===== src/rtl/slot_defs_pkg.sv =====
// Shared slot-machine definitions: symbol codes, widths, paytable, FSM states.
// Used by the spin/credit controller, the reels engine and the display.
package slot_defs_pkg;

    localparam int SYM_W    = 3;
    localparam int CREDIT_W = 14;
    localparam int WIN_W    = 10;
    localparam int MULT_W   = 8;

    localparam logic [SYM_W-1:0] SYM_CHERRY = 3'd0;

    // One-hot controller states
    typedef enum logic [4:0] {
        ST_IDLE       = 5'b00001,
        ST_START      = 5'b00010,
        ST_WAIT_REELS = 5'b00100,
        ST_EVAL       = 5'b01000,
        ST_PAYOUT     = 5'b10000
    } state_t;

    // Three-of-a-kind multiplier for each symbol code
    function automatic logic [MULT_W-1:0] pay3(input logic [SYM_W-1:0] sym);
        logic [MULT_W-1:0] m;
        case (sym)
            3'd0:    m = 8'd10;
            3'd1:    m = 8'd15;
            3'd2:    m = 8'd20;
            3'd3:    m = 8'd25;
            3'd4:    m = 8'd40;
            3'd5:    m = 8'd50;
            3'd6:    m = 8'd100;
            default: m = 8'd200;
        endcase
        return m;
    endfunction

endpackage


===== src/rtl/pay_calc.sv =====
// Combinational paytable evaluation: stopped symbols and bet -> win amount.
// Ports: symbols {reel2,reel1,reel0}, bet (1..3), win = bet * multiplier.
module pay_calc
    import slot_defs_pkg::*;
(
    input  logic [3*SYM_W-1:0] symbols,
    input  logic [1:0]         bet,
    output logic [WIN_W-1:0]   win
);

    logic [SYM_W-1:0]  s0;
    logic [SYM_W-1:0]  s1;
    logic [SYM_W-1:0]  s2;
    logic [1:0]        cherries;
    logic [MULT_W-1:0] mult;

    assign s0 = symbols[SYM_W-1:0];
    assign s1 = symbols[2*SYM_W-1:SYM_W];
    assign s2 = symbols[3*SYM_W-1:2*SYM_W];

    always_comb begin
        cherries = 2'(s0 == SYM_CHERRY)
                 + 2'(s1 == SYM_CHERRY)
                 + 2'(s2 == SYM_CHERRY);
        mult = '0;
        // Three-of-a-kind (including three cherries) takes priority
        if (s0 == s1 && s1 == s2) begin
            mult = pay3(s0);
        end else if (cherries == 2'd2) begin
            mult = 8'd5;
        end else if (cherries == 2'd1) begin
            mult = 8'd2;
        end
    end

    // 2-bit bet * 8-bit mult peaks at 600, fits WIN_W
    assign win = WIN_W'(bet) * WIN_W'(mult);

endmodule


===== src/rtl/spin_credit_controller.sv =====
// Game-flow controller: takes spin requests, charges the bet, starts the reels,
// evaluates the stopped symbols and counts the win back into the credit meter.
// Ports: clk/rst (sync, active-high), spin_req, bet_sel, reels_start,
//   reels_done, symbols, credits, bet, win_amount, busy, payout_active, no_credit.
module spin_credit_controller
    import slot_defs_pkg::*;
#(
    parameter int INIT_CREDITS = 100,
    parameter int MAX_CREDITS  = 9999,
    parameter int TICK_DIV     = 2**20
) (
    input  logic                clk,
    input  logic                rst,
    input  logic                spin_req,
    input  logic [1:0]          bet_sel,
    output logic                reels_start,
    input  logic                reels_done,
    input  logic [3*SYM_W-1:0]  symbols,
    output logic [CREDIT_W-1:0] credits,
    output logic [1:0]          bet,
    output logic [WIN_W-1:0]    win_amount,
    output logic                busy,
    output logic                payout_active,
    output logic                no_credit
);

    localparam int TICK_W = $clog2(TICK_DIV);
    localparam logic [TICK_W-1:0]   TICK_LAST = TICK_W'(TICK_DIV - 1);
    localparam logic [CREDIT_W-1:0] CRED_INIT = CREDIT_W'(INIT_CREDITS);
    localparam logic [CREDIT_W-1:0] CRED_MAX  = CREDIT_W'(MAX_CREDITS);

    state_t              state;
    logic [TICK_W-1:0]   tick;
    logic [WIN_W-1:0]    remain;
    logic [WIN_W-1:0]    win_calc;
    logic [3*SYM_W-1:0]  sym_r;
    logic [1:0]          eff_bet;
    logic                can_pay;

    assign eff_bet = (bet_sel == 2'd0) ? 2'd1 : bet_sel;
    assign can_pay = credits >= CREDIT_W'(eff_bet);

    // One-hot state bits are flops, so these flags are registered
    assign busy          = ~state[0];
    assign payout_active = state[4];

    pay_calc u_pay_calc (
        .symbols (sym_r),
        .bet     (bet),
        .win     (win_calc)
    );

    always_ff @(posedge clk) begin
        if (rst) begin
            state       <= ST_IDLE;
            credits     <= CRED_INIT;
            bet         <= 2'd1;
            win_amount  <= '0;
            reels_start <= 1'b0;
            no_credit   <= 1'b0;
            tick        <= '0;
            remain      <= '0;
            sym_r       <= '0;
        end else begin
            reels_start <= 1'b0;
            no_credit   <= 1'b0;
            case (state)
                ST_IDLE: begin
                    if (spin_req) begin
                        if (can_pay) begin
                            credits     <= credits - CREDIT_W'(eff_bet);
                            bet         <= eff_bet;
                            win_amount  <= '0;
                            reels_start <= 1'b1;
                            state       <= ST_START;
                        end else begin
                            no_credit <= 1'b1;
                        end
                    end
                end
                ST_START: begin
                    state <= ST_WAIT_REELS;
                end
                ST_WAIT_REELS: begin
                    if (reels_done) begin
                        sym_r <= symbols;
                        state <= ST_EVAL;
                    end
                end
                ST_EVAL: begin
                    win_amount <= win_calc;
                    if (win_calc == '0) begin
                        state <= ST_IDLE;
                    end else begin
                        remain <= win_calc;
                        tick   <= '0;
                        state  <= ST_PAYOUT;
                    end
                end
                ST_PAYOUT: begin
                    if (tick == TICK_LAST) begin
                        tick   <= '0;
                        remain <= remain - WIN_W'(1);
                        if (credits != CRED_MAX) begin
                            credits <= credits + CREDIT_W'(1);
                        end
                        // Leave on the last credit or when the meter saturates;
                        // any unpaid remainder is dropped
                        if (remain == WIN_W'(1) ||
                            credits >= CRED_MAX - CREDIT_W'(1)) begin
                            state <= ST_IDLE;
                        end
                    end else begin
                        tick <= tick + TICK_W'(1);
                    end
                end
                default: begin
                    state <= ST_IDLE;
                end
            endcase
        end
    end

endmodule


===== config.mk =====
export PLATFORM = sky130hd
export DESIGN_NAME = spin_credit_controller
export DESIGN_NICKNAME = d
export VERILOG_FILES = /design/src/rtl/slot_defs_pkg.sv /design/src/rtl/pay_calc.sv /design/src/rtl/spin_credit_controller.sv
export SDC_FILE = /design/constraint.sdc
export NUM_CORES = 1
export LEC_CHECK = 0
export CORE_MARGIN = 1
export CORE_UTILIZATION = 53
export CTS_BUF_LIST = sky130_fd_sc_hd__clkbuf_4 sky130_fd_sc_hd__clkbuf_8
export DETAILED_ROUTE_END_ITERATION = 8
export PLACE_DENSITY = 0.75
export SYNTH_ARGS = -nofsm -noshare
export SYNTH_HDL_FRONTEND = slang
export SYNTH_HIERARCHICAL = 1
export SYNTH_SLANG_ARGS = --single-unit

===== constraint.sdc =====
create_clock -name clk -period 4.76 [get_ports clk]
set_input_delay 0.714 -clock clk [delete_from_list [all_inputs] [get_ports clk]]
set_output_delay 0.714 -clock clk [all_outputs]
set_load 0.005 [all_outputs]

=== After elaboration in Yosys (flattened, before gate mapping) ===
Cells that the tools add are included.

* Register bits: 72
* Bits in latches: 0
* Bits in writable memories: 0
* Memory bits (read-only): 0
* Bits of input ports: 15
* Output and inout bits: 30
* Memories kept: 0

* Add/subtract/negate cells: 6
* Multiply operators: 1
* Div/mod/pow operators: 0
* Magnitude comparators: 2
* Equal/unequal tests: 25
* Shifts and indexed selects: 0
* Mux-type cells: 28
* Bitwise gates (word level): 3
* Reductions and logical operators: 18

{| class="wikitable"
|+ Operators by type and width
! cell !! number
|-
| $mux 14 || 4
|-
| $pmux 8 s7 || 1
|-
| $mux 10 || 4
|-
| $mux 20 || 2
|-
| $pmux 10 s2 || 2
|-
| $pmux 20 s2 || 1
|-
| $mux 5 || 6
|-
| $pmux 14 s2 || 1
|-
| $pmux 5 s5 || 1
|-
| $add 20x1->20 const B || 1
|-
| $eq 20x20->1 const B || 1
|-
| $mux 8 || 2
|-
| $add 14x1->14 const B || 1
|-
| $ge 14x14->1 const B || 1
|-
| $ge 14x2->1 || 1
|-
| $ne 14x14->1 const B || 1
|-
| $ne 2x2->1 const B || 7
|-
| $sub 14x2->14 || 1
|-
| $eq 10x1->1 const B || 1
|-
| $logic_not 10->1 || 1
|-
| $mul 2x8->10 || 1
|-
| $reduce_and 5->1 || 2
|-
| $sub 10x1->10 const B || 1
|-
| $eq 3x3->1 const B || 3
|-
| 23 further kinds || 36
|}

=== Longest topological paths before layout ===
Gate-level depths: netlist of run 1.

* Depth in word-level cells: 11
* Gate-level depth with buffers: 18

=== By module ===
Netlist of run 1, hierarchy kept.

{| class="wikitable"
|+ By module, submodules not included
! module !! instances !! cells each !! area each (um^2) !! sequential area each (um^2)
|-
| spin_credit_controller || 1 || 495 || 3858.7 || 1441.4
|-
| pay_calc || 1 || 90 || 675.6 || 0.0
|}

=== Least setup slack after synthesis of run 1 ===
OpenSTA, ideal clock, no wires.

* Path kind: register -> register
* From: register sym_r[2]
* To: register remain[1]
* Arrival: 3948 ps
* Required time: 4619 ps
* Slack: 671 ps
* Cell stages (with the launch flop): 19
* Buffers on the path: 1
* Cell sequence: dfxtp_1 clkbuf_1 nor3_1 fa_1 nor2b_1 o211ai_1 o41ai_1 ha_1 fa_1 a211oi_1 o21bai_1 a21oi_1 xnor2_1 nor4_1 nand3_1 a21oi_1 nor2_1 nor2_1 a211oi_1

* Word-level cells in the longest chain between the ends: 11
* Elaborated cells on any way between the ends: 23

{| class="wikitable"
|+ RTL lines
! element !! line !! source
|-
| from (decl) || spin_credit_controller.sv:36 || <nowiki>logic [3*SYM_W-1:0] sym_r;</nowiki>
|-
| from (signal assigned) || spin_credit_controller.sv:86 || <nowiki>sym_r <= symbols;</nowiki>
|-
| $logic_not 3->1 || slot_defs_pkg.sv:24, pay_calc.sv:22 ||
|-
| $add 1x1->2 || pay_calc.sv:23 || <nowiki>+ 2'(s1 == SYM_CHERRY)</nowiki>
|-
| $add 2x1->2 || pay_calc.sv:24 || <nowiki>+ 2'(s2 == SYM_CHERRY);</nowiki>
|-
| $eq 2x1->1 || pay_calc.sv:31 || <nowiki>end else if (cherries == 2'd1) begin</nowiki>
|-
| $mux 2 || pay_calc.sv:31 ||
|-
| $mux 8 || pay_calc.sv:29 || <nowiki>end else if (cherries == 2'd2) begin</nowiki>
|-
| $mux 8 (*) || pay_calc.sv:27 || <nowiki>if (s0 == s1 && s1 == s2) begin</nowiki>
|-
| $mul 2x8->10 (*) || pay_calc.sv:37 || <nowiki>assign win = WIN_W'(bet) * WIN_W'(mult);</nowiki>
|-
| via win_calc[7] || spin_credit_controller.sv:35 || <nowiki>logic [WIN_W-1:0] win_calc;</nowiki>
|-
| $logic_not 10->1 (*) || spin_credit_controller.sv:92 || <nowiki>if (win_calc == '0) begin</nowiki>
|-
| $ne 2x2->1 (no line) (*) || -- ||
|-
| $reduce_and 3->1 (no line) (*) || -- ||
|-
| to (signal assigned) || spin_credit_controller.sv:95 || <nowiki>remain <= win_calc;</nowiki>
|-
| to (signal assigned) || spin_credit_controller.sv:103 || <nowiki>remain <= remain - WIN_W'(1);</nowiki>
|-
| to (decl) || spin_credit_controller.sv:34 || <nowiki>logic [WIN_W-1:0] remain;</nowiki>
|}

The timed path passes the listed nets; every way through them passes the cells marked *. The select of a mux whose other input is x is not followed.
A chain may end at the register's enable or synchronous reset.

=== Final worst setup path of run 1 ===
* From: register sym_r[1]
* To: register tick[4]

* Word-level cells in the longest chain between the ends: 11
* Elaborated cells on any way between the ends: 21

{| class="wikitable"
|+ RTL lines
! element !! line !! source
|-
| $logic_not 3->1 || slot_defs_pkg.sv:24, pay_calc.sv:22 ||
|-
| $add 1x1->2 || pay_calc.sv:23 ||
|-
| $add 2x1->2 || pay_calc.sv:24 ||
|-
| $eq 2x1->1 || pay_calc.sv:31 ||
|-
| $mux 2 || pay_calc.sv:31 ||
|-
| $mux 8 || pay_calc.sv:29 ||
|-
| $mux 8 (*) || pay_calc.sv:27 ||
|-
| $mul 2x8->10 (*) || pay_calc.sv:37 ||
|-
| via win_calc[7] || spin_credit_controller.sv:35 ||
|-
| $logic_not 10->1 (*) || spin_credit_controller.sv:92 ||
|-
| $ne 2x2->1 (no line) (*) || -- ||
|-
| $reduce_and 2->1 (no line) (*) || -- ||
|-
| to (signal assigned) || spin_credit_controller.sv:114 || <nowiki>tick <= tick + TICK_W'(1);</nowiki>
|-
| to (decl) || spin_credit_controller.sv:33 || <nowiki>logic [TICK_W-1:0] tick;</nowiki>
|}

The timed path passes the listed nets; every way through them passes the cells marked *.

==> results of run 1 <==
critical path, stage by stage, from the launching register on:
cell	delay, ns
dfxtp_2	0.46
nor3_1	0.11
fa_1	0.60
nor2b_1	0.10
o211ai_1	0.11
o41ai_1	0.12
ha_1	0.25
fa_1	0.43
a211oi_1	0.31
o21bai_1	0.12
a21oi_1	0.18
xnor2_1	0.12
nor4_1	0.27
nand3_1	0.15
a21oi_1	0.39
buf_4	0.21
a21oi_1	0.04
nand2b_1	0.16
a21oi_1	0.13
cell usage in the layout (no fill, tap or decap), types with 3 or more instances in the layout:
cell / instances
a211o_1: 4
a211oi_1: 6
a21o_1: 4
a21oi_1: 59
a311oi_1: 9
a31oi_1: 8
and2_1: 3
and3_1: 8
and4_1: 7
buf_4: 6
clkbuf_8: 9
clkdlybuf4s50_1: 43
clkinvlp_4: 4
dfxtp_1: 70
fa_1: 3
ha_1: 14
inv_1: 10
mux2_2: 4
mux2i_1: 16
nand2_1: 52
nand2b_1: 8
nand3_1: 24
nand3b_1: 3
nand4_1: 14
nand4b_1: 3
nor2_1: 66
nor2b_1: 9
nor3_1: 24
nor4_1: 13
o211a_1: 3
o211ai_1: 3
o21ai_0: 36
o21bai_1: 3
o41ai_1: 3
or3_1: 12
or4_1: 5
xnor2_1: 4
xor2_1: 3
path summary, 6_finish.rpt:
check	startpoint	to	slack, ns
hold / removal	win_amount[7]	win_amount[7]	0.47
hold reg to reg	win_amount[7]	win_amount[7]	0.47
setup reg to reg	sym_r[1]	tick[4]	0.44
setup / recovery	sym_r[1]	tick[4]	0.44
timing repair:
item | 4_1_cts | 5_1_grt
endpoints found under the setup margin | 0 | 8
gates resized for setup | 0 | 2
buffers inserted | 0 | 0
kinds of logic (layout without fill, tap and decap cells):
| logic type | Yosys count | in the layout | share of synthesized area (%) |
|---|---|---|---|
| AND/OR/NAND/NOR | 272 | 272 | 32.0 |
| AO/OA/AOI/OAI | 150 | 150 | 20.5 |
| flip-flops | 72 | 72 | 31.8 |
| buffers and inverters | 47 | 76 | 4.61 |
| multiplexers | 20 | 20 | 4.53 |
| adder cells (fa/ha/maj) | 17 | 17 | 5.19 |
| XOR/XNOR | 7 | 7 | 1.35 |
state kept, by name, summed over array words and instances (netlist names):
signal       count
sym_r            9
win_amount      10
tick            20
remain          10
reels_start      1
bet              2
state            5
no_credit        1
credits         14
area by class of cell:
type,count,area [um2],area share [%]
Clock buffer,9,124,2.41
Multi-Input combinational cell,466,2880,56.0
Inverter,10,37.5,0.729
Clock inverter,7,48.8,0.948
Sequential cell,72,1440,28.0
Timing Repair Buffer,50,480,9.33
Tap cell,105,131,2.55
per-stage QoR:
stage	instance area, um2	power [mW]	setup slack [ns]	cells	hold WS [ns]
floorplan	4530	0.924	0.671	585	0.441
global placement	4970	1.02	0.496	703	0.458
detailed placement	4970	1.03	0.363	703	0.463
CTS	5150	1.47	0.320	719	0.479
global route	5150	1.54	0.0811	719	0.496
finish	5150	1.46	0.437	719	0.472
power by group through the flow:
stage,Clock (mW),Sequential [mW],Combinational [mW]
4_1_cts,0.450,0.689,0.330
3_3_place_gp,0,0.700,0.324
3_5_place_dp,0,0.702,0.328
5_1_grt,0.475,0.698,0.363
6_report,0.438,0.689,0.332
2_1_floorplan,0,0.666,0.258
routing by layer:
layer	GRT usage, %	wire (um)
met2	42.3	5260
met3	4.91	613
met4	5.30	113
met5	0	0
met1	37.2	5410
==> impl_results.md, run 1 <==
* TritonCTS clock tree: built
* Mapped Area at 4530 um2
* Reg power frac at 47.2%
* First-pass GRT wire length at 18900 um
* Final period util at 90.8%
* Setup TNS at 0 ns
* Setup skew after layout at 0.00805 ns
* Drt total wl at 11400 um
* Total die area at 8930 um2
* Max Cap Violations at 0
* Synth unique cells at 66
* Post-DP HPWL at 8010 um
* Clk sink count at 72
* Via density at 6.11
* Final hold vios at 0
* Largest net degree at the start of global routing at 51
* Sw frac at 33.4%
* GRT Util Overall at 26.4%
* WL/cell at 15.8 um
* DR vias at 4390
* Die height at 94.5 um
* N_diodes at 0
* Hold Crit Class: reg -> reg
* Nets at 641
* Initial Utilization at 54.9%
* Pwr dens at 283 nW/um2
* Status: finished clean
* CP Data Required Time at 5.04 ns
* Cts hold-fix bufs at 0
* Num rows at 33
* Final setup violation count at 0
* IO Port Bufs at 44
* Sw power at 488 uW
* Largest cells by area after synthesis: dfxtp_1 (32%), a21oi_1 (6.5%), nor2_1 (5.5%)
* FF+latch count, synth at 72
* Core area at 8260 um2
* Ys Warns at 6
* VDD IR max at 0.000149 V
* Die boundary width at 94.5 um
* Post-synth top cells: dfxtp_1 (72), nor2_1 (66), a21oi_1 (59)
* RSZ-0062 raised after global routing: false
* Critical path arrival at 4.60 ns
* Top-count cell post-synth: dfxtp_1
* Syn_area_per_cell at 7.75 um2
* Clk Latency, worst-skew pair at 0.35 ns
* Fillers at 760
* Syn Nets at 617
* Htree depth at 3
* Post-layout util at 62.4%
* Post-synth EDFFs at 0
* Crit-path max FO at 11
* Detailed Routing Iterations Pass 1 at 5
* P_int at 971 uW
* Area delta synth->final at 13.6%
* Clk buf depth at 2
* Drt drc at 0
* Instance count of the mapped netlist at 585
* Final Max Slew Viols at 0
* Yosys top cell area share at 31.8%
* Drt initial violations at 153
* Cell accounting for the most synthesized area: dfxtp_1
* Vias in the first global route at 3952
* Synth async-reset ratio at 0%
* Crit start category: register
* Leakage at 1.87 nW
* Antenna violations before repair at 0
* Clk network pwr share at 30.0%
* Final Critical Period at 4.32 ns
* Clk root buf: clkbuf_8
* Synth Flop Type: dfxtp_1
* Fmax at 231 MHz
* Slew margin rel. at 40.1%
* Gpl congestion at 0.909
* Cts bufs inserted at 9
* Crit end category: register
* Register area share after synthesis at 31.8%
* Worst-path clk slew at 0.08 ns
* Worst hold path cell count at 2
* Kind of critical path: reg -> reg
* Worst-Margin Slew at 0.899 ns
* Share of cells above drive strength 1 at 7.33%
* Routed Antenna Nets at 0
* Reg2Reg Depth at 18
* Logic gate share of total power at 22.7%
* Gr ovfl total at 0
* IO Count at 45
No activity file was read; power rests on OpenSTA's default activity.
==> run 2, diff against run 1 <==
--- a/config.mk
+++ b/config.mk
@@ -5,6 +5,7 @@
 export SDC_FILE = /design/constraint.sdc
 export NUM_CORES = 1
 export LEC_CHECK = 0
+export CAP_MARGIN = 15
 export CORE_MARGIN = 1
 export CORE_UTILIZATION = 53
 export CTS_BUF_LIST = sky130_fd_sc_hd__clkbuf_4 sky130_fd_sc_hd__clkbuf_8
==> results of run 2 <==
Final layout, timing and power as in run 1 (identical DEF).
